File: src/rtl/sq_fold_add_pipe.sv
// sq_fold_add_pipe
//
// Purpose:
//   Pipelined valid/ready datapath for two WIDTH-bit operand streams. Each
//   operand is squared exactly (2*WIDTH bits). Each square is folded to WIDTH
//   bits by XORing its low half with its high half. The two folded values are
//   added without truncation, and the sum is delayed through OUT_STAGES
//   registers. The whole pipeline advances together whenever the output slot
//   is empty or is being consumed. Latency is 3 + OUT_STAGES cycles.
//
// Parameters:
//   WIDTH      operand width in bits (>= 2)
//   OUT_STAGES number of register stages after the adder (>= 1)
//
// Ports:
//   clk        rising-edge clock
//   rst        asynchronous active-high reset; clears all valid and data flops
//   in_valid   operand pair a/b valid this cycle
//   in_ready   pipeline accepts a/b this cycle (combinational from out_valid/out_ready)
//   a, b       WIDTH-bit operands
//   out_valid  sum is valid
//   out_ready  downstream accepts sum this cycle
//   sum        WIDTH+1-bit folded-square sum; the MSB is the carry
//   carry_cnt  (only with SQ_FOLD_ADD_CARRY_CNT_EN defined) saturating 16-bit
//              count of output transfers whose sum carry bit is set
//
// Optional feature macro: SQ_FOLD_ADD_CARRY_CNT_EN

module sq_fold_add_pipe #(
  parameter int WIDTH      = 16,
  parameter int OUT_STAGES = 1
) (
  input  logic             clk,
  input  logic             rst,
  input  logic             in_valid,
  output logic             in_ready,
  input  logic [WIDTH-1:0] a,
  input  logic [WIDTH-1:0] b,
  output logic             out_valid,
  input  logic             out_ready,
  output logic [WIDTH:0]   sum
`ifdef SQ_FOLD_ADD_CARRY_CNT_EN
  ,
  output logic [15:0]      carry_cnt
`endif
);

  localparam int SQ_W = 2 * WIDTH;

  logic             en;

  logic             s1_valid_q, s1_valid_d;
  logic [WIDTH-1:0] a_q, a_d;
  logic [WIDTH-1:0] b_q, b_d;

  logic             s2_valid_q, s2_valid_d;
  logic [SQ_W-1:0]  sq_a_q, sq_a_d;
  logic [SQ_W-1:0]  sq_b_q, sq_b_d;

  logic             s3_valid_q, s3_valid_d;
  logic [WIDTH-1:0] f_a_q, f_a_d;
  logic [WIDTH-1:0] f_b_q, f_b_d;

  logic             out_valid_q [OUT_STAGES];
  logic             out_valid_d [OUT_STAGES];
  logic [WIDTH:0]   out_data_q  [OUT_STAGES];
  logic [WIDTH:0]   out_data_d  [OUT_STAGES];

  assign out_valid = out_valid_q[OUT_STAGES-1];
  assign sum       = out_data_q[OUT_STAGES-1];

  // The pipeline moves as one unit: an empty or draining output slot lets
  // every stage shift forward. Bubbles travel like data and are never
  // squeezed out, so latency stays fixed at 3 + OUT_STAGES.
  assign en       = !out_valid || out_ready;
  assign in_ready = en;

  always_comb begin
    s1_valid_d = s1_valid_q;
    a_d        = a_q;
    b_d        = b_q;
    s2_valid_d = s2_valid_q;
    sq_a_d     = sq_a_q;
    sq_b_d     = sq_b_q;
    s3_valid_d = s3_valid_q;
    f_a_d      = f_a_q;
    f_b_d      = f_b_q;
    for (int i = 0; i < OUT_STAGES; i++) begin
      out_valid_d[i] = out_valid_q[i];
      out_data_d[i]  = out_data_q[i];
    end

    if (en) begin
      s1_valid_d = in_valid;
      a_d        = a;
      b_d        = b;

      // Zero-extend before multiplying so the square is exact at 2*WIDTH bits.
      s2_valid_d = s1_valid_q;
      sq_a_d     = {{WIDTH{1'b0}}, a_q} * {{WIDTH{1'b0}}, a_q};
      sq_b_d     = {{WIDTH{1'b0}}, b_q} * {{WIDTH{1'b0}}, b_q};

      s3_valid_d = s2_valid_q;
      f_a_d      = sq_a_q[WIDTH-1:0] ^ sq_a_q[SQ_W-1:WIDTH];
      f_b_d      = sq_b_q[WIDTH-1:0] ^ sq_b_q[SQ_W-1:WIDTH];

      // One extra bit keeps the carry of the addition.
      out_valid_d[0] = s3_valid_q;
      out_data_d[0]  = {1'b0, f_a_q} + {1'b0, f_b_q};
      for (int i = 1; i < OUT_STAGES; i++) begin
        out_valid_d[i] = out_valid_q[i-1];
        out_data_d[i]  = out_data_q[i-1];
      end
    end
  end

  always_ff @(posedge clk or posedge rst) begin
    if (rst) begin
      s1_valid_q <= 1'b0;
      a_q        <= '0;
      b_q        <= '0;
      s2_valid_q <= 1'b0;
      sq_a_q     <= '0;
      sq_b_q     <= '0;
      s3_valid_q <= 1'b0;
      f_a_q      <= '0;
      f_b_q      <= '0;
      for (int i = 0; i < OUT_STAGES; i++) begin
        out_valid_q[i] <= 1'b0;
        out_data_q[i]  <= '0;
      end
    end else begin
      s1_valid_q <= s1_valid_d;
      a_q        <= a_d;
      b_q        <= b_d;
      s2_valid_q <= s2_valid_d;
      sq_a_q     <= sq_a_d;
      sq_b_q     <= sq_b_d;
      s3_valid_q <= s3_valid_d;
      f_a_q      <= f_a_d;
      f_b_q      <= f_b_d;
      for (int i = 0; i < OUT_STAGES; i++) begin
        out_valid_q[i] <= out_valid_d[i];
        out_data_q[i]  <= out_data_d[i];
      end
    end
  end

`ifdef SQ_FOLD_ADD_CARRY_CNT_EN
  logic [15:0] carry_cnt_q, carry_cnt_d;

  assign carry_cnt = carry_cnt_q;

  // Counts only real output transfers with the carry set. A stalled result
  // is not counted until it actually leaves, and the count sticks at all-ones.
  always_comb begin
    carry_cnt_d = carry_cnt_q;
    if (out_valid && out_ready && sum[WIDTH] && (carry_cnt_q != 16'hFFFF)) begin
      carry_cnt_d = carry_cnt_q + 16'd1;
    end
  end

  always_ff @(posedge clk or posedge rst) begin
    if (rst) begin
      carry_cnt_q <= '0;
    end else begin
      carry_cnt_q <= carry_cnt_d;
    end
  end
`endif

endmodule

File: config.mk
export PLATFORM = sky130hd
export DESIGN_NAME = sq_fold_add_pipe
export DESIGN_NICKNAME = d
export VERILOG_FILES = /design/src/rtl/sq_fold_add_pipe.sv
export SDC_FILE = /design/constraint.sdc
export NUM_CORES = 1
export LEC_CHECK = 0
export BUFFER_PORTS_ARGS = -buffer_cell sky130_fd_sc_hd__buf_2
export CELL_PAD_IN_SITES_DETAIL_PLACEMENT = 2
export CELL_PAD_IN_SITES_GLOBAL_PLACEMENT = 2
export CORE_UTILIZATION = 42
export DETAILED_ROUTE_END_ITERATION = 16
export PLACE_DENSITY_LB_ADDON = 0.1
export SETUP_SLACK_MARGIN = 0.15
export SYNTH_ARGS = -nofsm -noshare
export SYNTH_HDL_FRONTEND = slang
export SYNTH_SLANG_ARGS = --single-unit
File: constraint.sdc
create_clock -name clk -period 7.75 [get_ports clk]
set_clock_uncertainty 0.15 [all_clocks]
set_input_delay 1.1625 -clock clk [delete_from_list [all_inputs] [get_ports clk]]
set_output_delay 1.1625 -clock clk [all_outputs]
set_load 0.1 [all_outputs]
==> impl_metrics.toml <==
[timing]
relSlewSlack_pct = 38.6
rsz0062_at_grt = "no"
fin_crit_sh_pct = 89.4
slew_violations = 0
worst_pin_slew_ns = 0.921
hold_viol = 0
fin_crit_ns = 6.93
fin_tns_setup_ns = 0
fmaxAchievable_ghz = 0.144
setup_violations = 0

[cts]
cts_hold_buf = 0
clockBufferDepth = 2
clock_latency_ns = 0.48
clk_pin_slew_ns = 0.07
tritoncts = "built"
cts_buffers = 17
postCtsSetupBuffers = 0
htreeDepth = 4
cts_resized = 0
cts-root-buf = "clkbuf_16"
clkSinkCount = 147

[finish]
num-fill-cells = 5244
seqCellArea_um2 = 3680
nets = 2876
area_delta_synth_final_pct = 6.94
n_antenna_cell = 0
multi_input_area_um2 = 14800
drive_above_1_share_pct = 5.02

[synth]
ys_types = 62
synth_most_common_cell = "inv_1"
ys_warn_count = 0
ys_seq_area_share_pct = 17.8
synth_top_area_cell = "fa_1"
syn-num-nets = 2885
synth_top_area_share_pct = 31.4
postSynthCellCount = 2306
netlist_area_um2 = 20700
synth_edf_count = 0
ys_top_cells_by_area = "fa_1 (31%), dfrtp_1 (18%), ha_1 (13%)"
ys_ff_latch = 147
synth_common_cells = "inv_1 (511), fa_1 (325), nand2_1 (325)"
synth-main-ff-cell = "dfrtp_1"
synth_area_per_cell_um2 = 8.97
async_flop_share_pct = 100

[detailed_routing]
wirelength_um = 59900
drtAntennaViolNets = 0
num_vias = 15200
remaining_drc_errors = 0
drt_iter0_drc = 614
first_pass_iters = 4
post_drt_wl_per_cell_um = 20.2
viasPerCell = 5.14

[worst_setup_path]
crit_required_ns = 7.93
crit_family = "adder cells"
cp_cell_sequence = "and2_1, fa_1, inv_1, fa_1, inv_1, fa_1, inv_1, fa_1, inv_1, fa_1, inv_1, fa_1, inv_1, ha_1, nand4_1, nor3_1, o21ai_1, a31oi_1, o211ai_1, o21ai_1, xnor2_1, a21oi_1"
slowest_stage = "dfrtp_1"
crit_arrival_ns = 7.10
critical_path_class = "flop to flop"
critical_path.startpoint_type = "flop"
worst-path-buf-inv = 6
crit_fanout = 21
endpoint_kind = "flop"
max_stage_delay_ns = 0.70

[die]
fp-row-count = 80
pin_count = 55
die-area_um2 = 50200
initial_core_util_pct = 43.0
die_w_um = 224
core-area_um2 = 48100
die_h_um = 224

[grt]
grt_overflow = 0
antenna_found_initial = 0
grt_pass1_wl_um = 99100
grt_usage_pct = 25.8
grt_max_degree = 156
first_global_vias = 18200

[place]
placement.io_buffers = 54
hpwl_um = 48400
place_congestion = 0.864

[flow_run]
drv_cap = 0

[run_status]
status = "finished, final reports clean"

[worst_hold_path]
hold_path.class = "flop to flop"
-- worst paths after layout --
path | startpoint | depth (start not counted) | slack, ns | endpoint
min in group asynchronous | rst | 2 | 0.72 | sum[10]
worst max-delay path | a_q[1] | 22 | 0.82 | sq_a_q[31]
max in group asynchronous | rst | 3 | 5.28 | a_q[12]
worst min register to register | sum[0] | 2 | 0.32 | sum[0]
worst max register to register | a_q[1] | 22 | 0.82 | sq_a_q[31]
worst min-delay path | sum[0] | 2 | 0.32 | sum[0]
-- state kept, by name, indices dropped and copies added (netlist names), 16 cells and up --
| name | flops |
|---|---|
| a_q | 16 |
| b_q | 16 |
| f_a_q | 16 |
| f_b_q | 16 |
| sq_a_q | 31 |
| sq_b_q | 31 |
| sum | 17 |
-- per-stage QoR --
step                util [%]  instance area [µm²]  setup WS, ns  cells  hold WS (ns)
finish                  46.0                22100         0.824   2966         0.320
detailed placement      44.7                21500         0.961   2934         0.308
global route            46.0                22100         0.516   2966         0.354
floorplan                  -                20700          1.72   2306         0.280
CTS                     46.0                22100         0.904   2966         0.322
global placement        44.7                21500          1.04   2934         0.295
-- cells in the final DEF, fill, tap and decap left out, types with 28 or more instances in the layout --
cell type	instances
a21oi_1	101
nor2_1	100
dfrtp_1	147
o21ai_0	96
buf_2	54
xnor2_1	75
fa_1	325
a21o_1	28
and2_1	76
xor2_1	38
nand2_1	325
ha_1	218
inv_1	509
-- final cells by class --
type	count	area share, %
timing repair buffer	60	1.48
tap	656	3.71
inverter	513	8.73
sequential	147	16.6
clock inverter	11	0.644
multi-input combinational	1558	66.7
clock buffer	21	2.08
-- logic make-up (layout without fill, tap and decap cells) --
| logic type | after synthesis | in the layout | synth area share [%] |
|---|---|---|---|
| XOR/XNOR | 113 | 113 | 4.78 |
| multiplexers | 2 | 2 | 0.109 |
| buffers and inverters | 601 | 605 | 10.9 |
| AND/OR/NAND/NOR | 586 | 586 | 12.5 |
| adder cells (fa/ha/maj) | 543 | 543 | 44.6 |
| AO/OA/AOI/OAI | 314 | 314 | 9.31 |
| flip-flops | 147 | 147 | 17.8 |
-- routing by layer --
layer | GRT usage (%) | vias to the layer above | wire length (µm)
li1 | - | 7029 | -
met1 | 34.7 | 7975 | 27600
met2 | 43.8 | 174 | 29500
met3 | 3.54 | 65 | 1640
met4 | 6.45 | 0 | 1100
met5 | 0 | - | 0
-- worst reg2reg max path: stages (launching register included) --
cell      delay [ns]
dfrtp_1         0.70
and2_1          0.37
fa_1            0.48
inv_1           0.06
fa_1            0.53
inv_1           0.06
fa_1            0.52
inv_1           0.06
fa_1            0.53
inv_1           0.05
fa_1            0.49
inv_1           0.06
fa_1            0.48
inv_1           0.05
ha_1            0.41
nand4_1         0.17
nor3_1          0.37
o21ai_1         0.16
a31oi_1         0.46
o211ai_1        0.21
o21ai_1         0.19
xnor2_1         0.14
a21oi_1         0.09
Power is left out: the tool's default activity adds up to more than one toggle a clock period on the data nets, which glitch-free logic cannot reach.
